===== src/rtl/piano_pkg.sv =====
// Shared definitions for the piano datapath: note codes, song entry layout,
// sequencer states, mode codes and the constant song image.
package piano_pkg;

    localparam int NOTE_W  = 4;
    localparam int OCT_W   = 2;
    localparam int DUR_W   = 4;
    localparam int ENTRY_W = NOTE_W + OCT_W + DUR_W;
    localparam int LED_W   = 7;

    localparam logic [NOTE_W-1:0] NOTE_REST = 4'd0;
    localparam logic [NOTE_W-1:0] NOTE_DO   = 4'd1;
    localparam logic [NOTE_W-1:0] NOTE_RE   = 4'd2;
    localparam logic [NOTE_W-1:0] NOTE_MI   = 4'd3;
    localparam logic [NOTE_W-1:0] NOTE_FA   = 4'd4;
    localparam logic [NOTE_W-1:0] NOTE_SO   = 4'd5;
    localparam logic [NOTE_W-1:0] NOTE_LA   = 4'd6;
    localparam logic [NOTE_W-1:0] NOTE_SI   = 4'd7;

    typedef enum logic [2:0] {
        IDLE,
        FETCH,
        LOAD,
        PLAY,
        GAP,
        DONE
    } seq_state_t;

    typedef enum logic [1:0] {
        mode_free,
        mode_auto,
        mode_learn
    } mode_t;

    // One ROM word: {note, octave, dur}; dur == 0 marks the end of a song.
    typedef struct packed {
        logic [NOTE_W-1:0] note;
        logic [OCT_W-1:0]  octave;
        logic [DUR_W-1:0]  dur;
    } rom_entry_t;

    // One-hot LED pattern for a note: bit (note-1), nothing for a rest or an
    // out-of-range code.
    function automatic logic [LED_W-1:0] note_to_led(input logic [NOTE_W-1:0] note);
        logic [LED_W-1:0] led;
        led = '0;
        if (note >= NOTE_DO && note <= NOTE_SI) begin
            led[3'(note - NOTE_DO)] = 1'b1;
        end
        return led;
    endfunction

    // Song memory image, indexed by song number and entry index. Song 3 fills
    // all 64 slots and has no end marker, so playback stops at the last slot.
    function automatic rom_entry_t song_image(input logic [1:0] song, input int unsigned idx);
        rom_entry_t e;
        e = '0;
        case (song)
            2'd0: begin
                case (idx)
                    0:       e = '{NOTE_DO, 2'd1, 4'd1};
                    1:       e = '{NOTE_RE, 2'd1, 4'd1};
                    2:       e = '{NOTE_MI, 2'd1, 4'd1};
                    default: e = '0;
                endcase
            end
            2'd1: begin
                case (idx)
                    0:       e = '{NOTE_MI, 2'd1, 4'd2};
                    1:       e = '{NOTE_SO, 2'd2, 4'd1};
                    default: e = '0;
                endcase
            end
            2'd2: begin
                case (idx)
                    0:       e = '{NOTE_DO, 2'd2, 4'd1};
                    1:       e = '{NOTE_SI, 2'd3, 4'd2};
                    2:       e = '{NOTE_FA, 2'd0, 4'd1};
                    default: e = '0;
                endcase
            end
            default: begin
                if (idx < 64) begin
                    e.note   = NOTE_W'(idx % 7 + 1);
                    e.octave = OCT_W'(idx % 4);
                    e.dur    = DUR_W'(idx % 3 + 1);
                end
            end
        endcase
        return e;
    endfunction

endpackage


===== src/rtl/song_sequencer_rom.sv =====
// Synchronous song ROM: four songs of 2^ADDR_W entries, one-cycle read latency.
module song_rom
    import piano_pkg::*;
#(
    parameter int ADDR_W = 6
) (
    input  logic                clk,
    input  logic                reset,
    input  logic [ADDR_W+1:0]   addr,
    output logic [ENTRY_W-1:0]  data
);

    // Registered read of the constant song image; address is {song, pointer}.
    always_ff @(posedge clk) begin
        if (reset) begin
            data <= '0;
        end else begin
            data <= song_image(addr[ADDR_W+1:ADDR_W], 32'(addr[ADDR_W-1:0]));
        end
    end

endmodule


===== src/rtl/song_sequencer.sv =====
// Auto-play song sequencer: walks the song ROM and drives note, octave, LED,
// song number, busy and done for the auto mode path.
module song_sequencer
    import piano_pkg::*;
#(
    parameter int CLK_HZ    = 100_000_000,
    parameter int TICK_HZ   = 16,
    parameter int GAP_TICKS = 1,
    parameter int ADDR_W    = 6
) (
    input  logic              clk,
    input  logic              reset,
    input  logic              start,
    input  logic              stop,
    input  logic              pause,
    input  logic [1:0]        song_select,
    output logic [NOTE_W-1:0] note_out,
    output logic [OCT_W-1:0]  octave_out,
    output logic [LED_W-1:0]  led_out,
    output logic [3:0]        num,
    output logic              busy,
    output logic              done
);

    localparam int DIV_RAW  = CLK_HZ / TICK_HZ;
    localparam int DIV      = (DIV_RAW > 1) ? DIV_RAW : 1;
    localparam int PRESC_W  = (DIV > 1) ? $clog2(DIV) : 1;
    localparam int CNT_W    = (GAP_TICKS > 15) ? $clog2(GAP_TICKS + 1) : DUR_W;
    localparam logic [PRESC_W-1:0] PRESC_LAST = PRESC_W'(DIV - 1);

    seq_state_t           state;
    seq_state_t           next_state;
    logic [ADDR_W-1:0]    ptr;
    logic [1:0]           song_idx;
    logic [PRESC_W-1:0]   presc;
    logic [CNT_W-1:0]     tick_cnt;
    logic [NOTE_W-1:0]    note_reg;
    logic [OCT_W-1:0]     oct_reg;
    logic [ENTRY_W-1:0]   rom_data;
    rom_entry_t           entry;
    logic                 active;
    logic                 tick;
    logic                 last_tick;
    logic                 advance;
    logic                 load_note;
    logic                 show_note;
    logic [NOTE_W-1:0]    next_note;
    logic [OCT_W-1:0]     next_oct;

    song_rom #(
        .ADDR_W (ADDR_W)
    ) u_rom (
        .clk   (clk),
        .reset (reset),
        .addr  ({song_idx, ptr}),
        .data  (rom_data)
    );

    assign entry     = rom_entry_t'(rom_data);
    assign active    = (state == PLAY || state == GAP) && !pause;
    assign tick      = active && (presc == PRESC_LAST);
    assign last_tick = tick && (tick_cnt == CNT_W'(1));
    assign load_note = (state == LOAD) && (entry.dur != '0);
    assign num       = {2'b00, song_idx};

    // Next-state decode; stop beats everything, and an advance past the last
    // slot of a song ends it instead of wrapping the pointer.
    always_comb begin
        next_state = state;
        advance    = 1'b0;
        if (stop && state != IDLE) begin
            next_state = IDLE;
        end else begin
            case (state)
                IDLE:  if (start && !stop) next_state = FETCH;
                FETCH: next_state = LOAD;
                LOAD:  next_state = (entry.dur == '0) ? DONE : PLAY;
                PLAY: begin
                    if (last_tick) begin
                        if (GAP_TICKS > 0) next_state = GAP;
                        else               advance    = 1'b1;
                    end
                end
                GAP:   if (last_tick) advance = 1'b1;
                DONE:  next_state = IDLE;
                default: next_state = IDLE;
            endcase
            if (advance) begin
                next_state = (&ptr) ? DONE : FETCH;
            end
        end
    end

    // Values the output registers will present after this edge.
    always_comb begin
        next_note = load_note ? entry.note   : note_reg;
        next_oct  = load_note ? entry.octave : oct_reg;
        show_note = (next_state == PLAY) && !pause;
    end

    // State register.
    always_ff @(posedge clk) begin
        if (reset) state <= IDLE;
        else       state <= next_state;
    end

    // Song index latch and ROM pointer.
    always_ff @(posedge clk) begin
        if (reset) begin
            song_idx <= '0;
            ptr      <= '0;
        end else if (state == IDLE && next_state == FETCH) begin
            song_idx <= song_select;
            ptr      <= '0;
        end else if (advance && next_state == FETCH) begin
            ptr <= ptr + 1'b1;
        end
    end

    // Tick prescaler: runs only in PLAY/GAP, freezes under pause, and sits at
    // zero everywhere else so each note starts on a fresh tick period.
    always_ff @(posedge clk) begin
        if (reset) begin
            presc <= '0;
        end else if (state == PLAY || state == GAP) begin
            if (!pause) begin
                presc <= tick ? '0 : presc + 1'b1;
            end
        end else begin
            presc <= '0;
        end
    end

    // Remaining ticks of the current note or gap.
    always_ff @(posedge clk) begin
        if (reset || next_state == IDLE) begin
            tick_cnt <= '0;
        end else if (load_note) begin
            tick_cnt <= CNT_W'(entry.dur);
        end else if (tick) begin
            if (state == PLAY && last_tick && GAP_TICKS > 0) tick_cnt <= CNT_W'(GAP_TICKS);
            else                                             tick_cnt <= tick_cnt - 1'b1;
        end
    end

    // Current note and octave, captured when a valid entry is loaded.
    always_ff @(posedge clk) begin
        if (reset || next_state == IDLE) begin
            note_reg <= '0;
            oct_reg  <= '0;
        end else if (load_note) begin
            note_reg <= entry.note;
            oct_reg  <= entry.octave;
        end
    end

    // Registered outputs; the note and LED only show while playing unpaused.
    always_ff @(posedge clk) begin
        if (reset) begin
            note_out   <= '0;
            led_out    <= '0;
            octave_out <= '0;
            busy       <= 1'b0;
            done       <= 1'b0;
        end else begin
            note_out   <= show_note ? next_note : NOTE_REST;
            led_out    <= show_note ? note_to_led(next_note) : '0;
            octave_out <= (next_state == IDLE) ? '0 : next_oct;
            busy       <= (next_state != IDLE);
            done       <= (next_state == DONE);
        end
    end

endmodule


===== config.mk =====
export PLATFORM = sky130hd
export DESIGN_NAME = song_sequencer
export DESIGN_NICKNAME = d
export VERILOG_FILES = /design/src/rtl/piano_pkg.sv /design/src/rtl/song_sequencer_rom.sv /design/src/rtl/song_sequencer.sv
export SDC_FILE = /design/constraint.sdc
export NUM_CORES = 1
export LEC_CHECK = 0
export ABC_AREA = 1
export ABC_CLOCK_PERIOD_IN_PS = 8100
export CAP_MARGIN = 10
export CORE_ASPECT_RATIO = 0.5
export CORE_UTILIZATION = 40
export CTS_CLUSTER_DIAMETER = 50
export DETAILED_ROUTE_END_ITERATION = 10
export PLACE_DENSITY = 0.53
export SYNTH_ARGS = -nofsm -noshare
export SYNTH_HDL_FRONTEND = slang
export SYNTH_SLANG_ARGS = --single-unit

===== constraint.sdc =====
create_clock -name clk -period 8.1 [get_ports clk]
set_clock_uncertainty 0.2 [all_clocks]
set_input_delay 2.43 -clock clk [delete_from_list [all_inputs] [get_ports clk]]
set_output_delay 2.43 -clock clk [all_outputs]
set_load 0.03 [all_outputs]

==> impl_metrics.json, run 1 <==
{
  "rr_worst_depth": 31,
  "final_area_um2": 5040,
  "dieWidth_um": 149,
  "rsz0062_at_grt": "false",
  "core_area_um2": 10400,
  "worstSetupStartpointType": "flop",
  "dieArea_um2": 11300,
  "ant_nets": 0,
  "cts_tree": "yes",
  "path_common_cell": "nand2_1",
  "clk_pin_slew_ns": 0.06,
  "power_w": 0.000841,
  "hold_path.class": "reg -> reg",
  "required_ns": 8.13,
  "largestRegisters": "presc x23, u_rom.data x10, led_out x7",
  "antenna_found_initial": 0,
  "setup_ws_ns": 3.09,
  "cpPeakStageDelay_ns": 0.56,
  "vdd_ir_drop_max_mv": 0.104,
  "grt_max_degree": 14,
  "synth_top_area_share_pct": 30.9,
  "synth_seq_area_share_pct": 30.9,
  "synth_xor_xnor_area_share_pct": 2.19,
  "synth_top_family_by_area": "simple AND/OR/NAND/NOR gates",
  "synth_top_cells_by_area": "dfxtp_1 31%, nand2_1 12%, inv_1 8.0%",
  "ios": 26,
  "status": "finished, final reports clean",
  "arrival_ns": 5.04,
  "cts_resized": 0,
  "path_buf_inv": 7,
  "cts_buffer_depth": 2,
  "yosysWarnings": 0,
  "drtIter0Drc": 183,
  "largest_reg_flops": 23,
  "p_leak_nw": 2.21,
  "syn2layout_area_growth_pct": 16.2,
  "end_kind": "flop",
  "fin_crit_ns": 5.01,
  "max_freq_mhz": 200,
  "hold_depth": 2,
  "via_count": 4204,
  "cpMaxStageDelayCell": "dfxtp_1",
  "synth-compound-area-share_pct": 11.8,
  "drive_gt1_share_pct": 8.25,
  "synthArstFlopShare_pct": 0,
  "num-nets-final": 712,
  "cts-buffers-inserted": 9,
  "cap_violations": 0,
  "post-cts-setup-buffers": 0,
  "grt_use_total_pct": 19.9,
  "final_hold_viol_count": 0,
  "dr.pass1.iters": 4,
  "crit_fanout": 8,
  "wirelength_um": 10400,
  "yosysUniqueCellTypes": 48,
  "pre_cts_slack_ns": 2.77,
  "htreeDepth": 3,
  "post_drt_wl_per_cell_um": 12.6,
  "nFillCells": 1081,
  "netlist_instances": 661,
  "place_area_um2": 4700,
  "syn_area_um2": 4340,
  "top_register": "presc",
  "start_util_pct": 41.8,
  "yosys.area.top_type": "dfxtp_1",
  "synthMuxAreaShare_pct": 0.692,
  "cpLargestDelayFamily": "simple AND/OR/NAND/NOR gates",
  "gp_congestion": 0.854,
  "via_per_inst": 5.06,
  "ctsHoldBuffers": 0,
  "fin_tns_setup_ns": 0,
  "worstSetupPathType": "reg -> reg",
  "clockRootBuffer": "clkbuf_16",
  "critical_path_depth": 31,
  "synth-adder-area-share_pct": 5.48,
  "max_slew_margin_pct": 50.3,
  "grt_pass1_vias": 3837,
  "finalCritPeriodShare_pct": 61.9,
  "clk_latency_ns": 0.33,
  "die_y_um": 75.6,
  "drc": 0,
  "grt_overflow": 0,
  "grt_pass1_wl_um": 17800,
  "setup_viol": 0,
  "ys_ff_latch": 67,
  "dpl.hpwl_um": 8080,
  "synth_edf_count": 0,
  "syn_avg_cell_area_um2": 6.56,
  "synth-simple-area-share_pct": 38.8,
  "rows": 26,
  "synthFlopType": "dfxtp_1",
  "cts.sinks": 67,
  "tightest_slew_ns": 0.742,
  "power_density_nw_per_um2": 167,
  "slew_violations": 0,
  "place.port_buffers": 23,
  "n_antenna_cell": 0
}
## synth_stat cells (4+ instances only)
cell / count
nor4_1: 11
o21ai_0: 28
nand3_1: 48
a21oi_1: 32
xor2_1: 7
ha_1: 19
nor2_2: 6
inv_1: 92
nand2_2: 7
nor2_1: 84
inv_2: 6
nand4_1: 23
a31oi_1: 4
o21ai_1: 4
dfxtp_1: 67
nand3_2: 7
nor3_1: 18
clkbuf_1: 6
nand2_1: 143
## worst paths after layout
kind | startpoint | to | slack, ns
hold reg to reg | u_rom.data[5]$_SDFF_PP0_ | oct_reg[1]$_SDFFE_PP0P_ | 0.25
setup reg to reg | ptr[3]$_SDFFE_PP0P_ | u_rom.data[1]$_SDFF_PP0_ | 3.09
setup / recovery | ptr[3]$_SDFFE_PP0P_ | u_rom.data[1]$_SDFF_PP0_ | 3.09
hold / removal | u_rom.data[5]$_SDFF_PP0_ | oct_reg[1]$_SDFFE_PP0P_ | 0.25
## layout by cell type (no fill, tap or decap), types with 2 or more instances in the layout
| master | Yosys | layout |
|---|---|---|
| nand2_1 | 143 | 143 |
| inv_1 | 92 | 92 |
| nor2_1 | 84 | 84 |
| dfxtp_1 | 67 | 67 |
| nand3_1 | 48 | 48 |
| a21oi_1 | 32 | 32 |
| o21ai_0 | 28 | 28 |
| nand4_1 | 23 | 23 |
| clkdlybuf4s50_1 | 0 | 23 |
| ha_1 | 19 | 19 |
| nor3_1 | 18 | 18 |
| nor4_1 | 11 | 11 |
| clkbuf_16 | 0 | 9 |
| nand3_2 | 7 | 7 |
| nand2_2 | 7 | 7 |
| xor2_1 | 7 | 7 |
| inv_2 | 6 | 6 |
| nor2_2 | 6 | 6 |
| o21ai_1 | 4 | 4 |
| a31oi_1 | 4 | 4 |
| a21oi_2 | 3 | 3 |
| mux2i_1 | 3 | 3 |
| or2_2 | 3 | 3 |
| a211oi_1 | 3 | 3 |
| nor3b_1 | 3 | 3 |
| bufinv_16 | 0 | 3 |
| nand2_4 | 2 | 2 |
| o21a_1 | 2 | 2 |
| nor2_4 | 2 | 2 |
| xnor2_1 | 2 | 2 |
| o22ai_1 | 2 | 2 |
| nand3b_1 | 2 | 2 |
| o31ai_1 | 2 | 2 |
| conb_1 | 1 | 2 |
| clkinv_2 | 0 | 2 |
## cell type report
| type | count | area (um2) | area share (%) |
|---|---|---|---|
| Tap cell | 140 | 175 | 3.47 |
| Multi-Input combinational cell | 484 | 2570 | 50.9 |
| Timing Repair Buffer | 24 | 238 | 4.72 |
| Clock buffer | 11 | 243 | 4.82 |
| Inverter | 100 | 378 | 7.50 |
| Clock inverter | 5 | 100 | 1.99 |
| Sequential cell | 67 | 1340 | 26.6 |
## where the power goes
group          switching [W]  internal, W
Combinational      0.0000352    0.0000186
Clock               0.000140     0.000308
Sequential        0.00000353     0.000336
Total               0.000178     0.000662
## worst register-to-register path, delay by kind of cell (launching register included)
kind / cells / cell delay [ns]
compound gates: 2 / 0.41
fa+ha+maj: 5 / 1.17
buf+inv: 7 / 0.54
flops: 1 / 0.56
simple gates: 17 / 2.05
## metal layers
metal | vias to the layer above | track usage (%) | share of wire (%)
met5 | - | 0 | 0
met4 | 0 | 6.46 | 1.4
met3 | 16 | 4.07 | 3.4
met2 | 69 | 34.9 | 45
met1 | 1906 | 25.0 | 50
li1 | 2213 | - | -
## through the flow
| step | util [%] | hold slack [ns] | cells |
|---|---|---|---|
| after floorplan | - | 0.230 | 662 |
| after global placement | 45.3 | 0.243 | 815 |
| after detailed placement | 45.3 | 0.245 | 815 |
| after CTS | 48.6 | 0.250 | 831 |
| after global routing | 48.6 | 0.272 | 831 |
| final | 48.6 | 0.248 | 831 |
## kinds of logic (layout without fill, tap and decap cells)
| group | count (synthesis) | after routing |
|---|---|---|
| adders and majority gates | 19 | 19 |
| AOI/OAI and AO/OA | 87 | 87 |
| other | 1 | 2 |
| muxes | 3 | 3 |
| buffers and inverters | 111 | 140 |
| xor gates and xnor gates | 10 | 10 |
| and+or+nand+nor | 363 | 363 |
| DFF | 67 | 67 |
Note: power is estimated with default switching activity, not from simulation.
==> run 2: changes to the inputs <==
--- a/config.mk
+++ b/config.mk
@@ -6,7 +6,7 @@
 export NUM_CORES = 1
 export LEC_CHECK = 0
 export ABC_AREA = 1
-export ABC_CLOCK_PERIOD_IN_PS = 8100
+export ABC_CLOCK_PERIOD_IN_PS = 5100
 export CAP_MARGIN = 10
 export CORE_ASPECT_RATIO = 0.5
 export CORE_UTILIZATION = 40
==> constraint.sdc (replaced) <==
create_clock -name clk -period 5.1 [get_ports clk]
set_clock_uncertainty 0.2 [all_clocks]
set_input_delay 1.53 -clock clk [delete_from_list [all_inputs] [get_ports clk]]
set_output_delay 1.53 -clock clk [all_outputs]
set_load 0.03 [all_outputs]
==> run 2 against run 1 <==
Net effect: wire length down 0.53%; first-iteration DRC count grew 3.8%; combinational power rose by 61%; register-to-register slack got worse by 2.5 ns; hold slack better by 0.013 ns; count of clock-buffer cells in the layout fell by 1; global-route usage rose by 0.13 points; sequential share of layout area grew 0.24 points; die area unchanged; critical path type unchanged; critical endpoint unchanged; largest cell class unchanged; largest power group unchanged.
==> impl_metrics.json, run 2 (synthesized netlist as in run 1, its figures left out) <==
{
  "via_per_inst": 4.97,
  "layout_commonest_cell": "nand2_1",
  "final_cell_mix": "143 x nand2_1, 92 x inv_1, 83 x nor2_1",
  "vdd_ir_drop_max_mv": 0.154,
  "cts_buffer_depth": 2,
  "path_common_cell": "nand2_1",
  "final_hold_viol_count": 0,
  "grt_pass1_vias": 3874,
  "via_count": 4140,
  "setup_ws_ns": 0.562,
  "gp_congestion": 0.835,
  "slew_violations": 0,
  "clk_latency_ns": 0.33,
  "reg2reg_slack_ns": 0.56,
  "setup_viol": 0,
  "required_ns": 5.13,
  "die_y_um": 75.6,
  "drc": 0,
  "cts_tree": "yes",
  "grt_overflow": 0,
  "cts.sinks": 67,
  "fin_tns_setup_ns": 0,
  "ant_nets": 0,
  "largestRegisters": "presc x23, u_rom.data x10, led_out x7",
  "start_util_pct": 41.8,
  "ios": 26,
  "post-cts-setup-buffers": 0,
  "worstSetupPathType": "reg -> reg",
  "syn2layout_area_growth_pct": 15.3,
  "clk_pin_slew_ns": 0.05,
  "post_drt_wl_per_cell_um": 12.5,
  "cts_resized": 0,
  "min_to": "oct_reg[0]$_SDFFE_PP0P_",
  "cpMaxStageDelayCell": "dfxtp_2",
  "pre_cts_slack_ns": 0.326,
  "fin_crit_ns": 4.54,
  "hold_path.class": "reg -> reg",
  "clockRootBuffer": "clkbuf_16",
  "dr.pass1.iters": 5,
  "crit_fanout": 8,
  "drive_gt1_share_pct": 8.95,
  "arrival_ns": 4.57,
  "largest_reg_flops": 23,
  "core_area_um2": 10400,
  "rr_worst_depth": 31,
  "p_leak_nw": 2.19,
  "antenna_found_initial": 0,
  "status": "finished, final reports clean",
  "end_kind": "flop",
  "r2r-start": "ptr[3]$_SDFFE_PP0P_",
  "max_slew_margin_pct": 64.5,
  "r2r-end": "u_rom.data[1]$_SDFF_PP0_",
  "rsz0062_at_grt": "false",
  "drtIter0Drc": 190,
  "cap_violations": 0,
  "dpl.hpwl_um": 8140,
  "n_antenna_cell": 0,
  "min_from": "u_rom.data[4]$_SDFF_PP0_",
  "htreeDepth": 3,
  "worstSetupStartpointType": "flop",
  "cts-buffers-inserted": 9,
  "hold_depth": 2,
  "grt_max_degree": 13,
  "power_w": 0.00119,
  "power_density_nw_per_um2": 237,
  "max_freq_mhz": 220,
  "rows": 26,
  "finalCritPeriodShare_pct": 89.0,
  "cpPeakStageDelay_ns": 0.42,
  "dieArea_um2": 11300,
  "dieWidth_um": 149,
  "tightest_slew_ns": 0.528,
  "grt_pass1_wl_um": 17800,
  "ctsHoldBuffers": 0,
  "wirelength_um": 10400,
  "top_register": "presc",
  "grt_use_total_pct": 20.0,
  "nFillCells": 1081,
  "num-nets-final": 715,
  "place.port_buffers": 23
}
[run 2: cell types whose count changed in the layout (fill, tap and decap cells not counted), sizes merged]
cell | previous run | this run
buf | 1 | 4
bufinv | 3 | 0
clkinvlp | 0 | 2
clkbuf | 11 | 10
clkinv | 3 | 4
[run 2: layout make-up]
class / count / area [um2] / share of cell area [%]
Tap cell: 140 / 175 / 3.50
Clock inverter: 5 / 30.0 / 0.600
Multi-Input combinational cell: 484 / 2580 / 51.5
Inverter: 100 / 378 / 7.56
Clock buffer: 10 / 239 / 4.78
Timing Repair Buffer: 27 / 260 / 5.20
Sequential cell: 67 / 1340 / 26.8
[run 2: power by group]
| part | internal, W | switching [W] |
|---|---|---|
| sequential | 0.000534 | 0.00000604 |
| combinational | 0.0000303 | 0.0000562 |
| clock | 0.000336 | 0.000223 |
| total | 0.000900 | 0.000285 |
[run 2: per-stage QoR]
| step | utilization, % | hold WS [ns] | area [um2] | std cells |
|---|---|---|---|---|
| after floorplan | - | 0.230 | 4340 | 662 |
| after global placement | 45.5 | 0.250 | 4720 | 818 |
| after detailed placement | 45.5 | 0.247 | 4720 | 818 |
| after CTS | 48.1 | 0.265 | 4990 | 833 |
| after global routing | 48.2 | 0.273 | 5000 | 833 |
| final | 48.2 | 0.261 | 5000 | 833 |
[run 2: worst max path at each step]
stage | startpoint | to | slack (ns) | cells past startpoint
after floorplan | ptr[3]$_SDFFE_PP0P_ | u_rom.data[1]$_SDFF_PP0_ | 0.87 | 32
after global placement | ptr[3]$_SDFFE_PP0P_ | u_rom.data[1]$_SDFF_PP0_ | 0.49 | 31
after detailed placement | ptr[3]$_SDFFE_PP0P_ | u_rom.data[1]$_SDFF_PP0_ | 0.33 | 31
after CTS | ptr[3]$_SDFFE_PP0P_ | u_rom.data[1]$_SDFF_PP0_ | 0.30 | 31
after global routing | ptr[3]$_SDFFE_PP0P_ | u_rom.data[1]$_SDFF_PP0_ | 0.04 | 29
final | ptr[3]$_SDFFE_PP0P_ | u_rom.data[1]$_SDFF_PP0_ | 0.56 | 31
[run 2: critical path: cells and delay by family, from the launching register on]
kind,cells,cell delay [ns]
AOI/OAI and AO/OA,2,0.33
adders and majority gates,5,1.15
buffers and inverters,7,0.48
DFF,1,0.42
and+or+nand+nor,17,1.85
[run 2: routing by layer]
metal	share of wire (%)	global-route usage [%]	vias to the layer above	wire (um)
li1	-	-	2237	-
met1	52	25.2	1839	5380
met2	44	34.9	56	4600
met3	2.8	4.25	8	288
met4	1.1	6.46	0	112
met5	0	0	-	0
==> run 3: changes to the inputs <==
--- a/config.mk
+++ b/config.mk
@@ -16,3 +16,4 @@
 export SYNTH_ARGS = -nofsm -noshare
 export SYNTH_HDL_FRONTEND = slang
 export SYNTH_SLANG_ARGS = --single-unit
+export TNS_END_PERCENT = 1
==> results of run 3 <==
Final layout, timing and power as in run 2 (identical DEF).
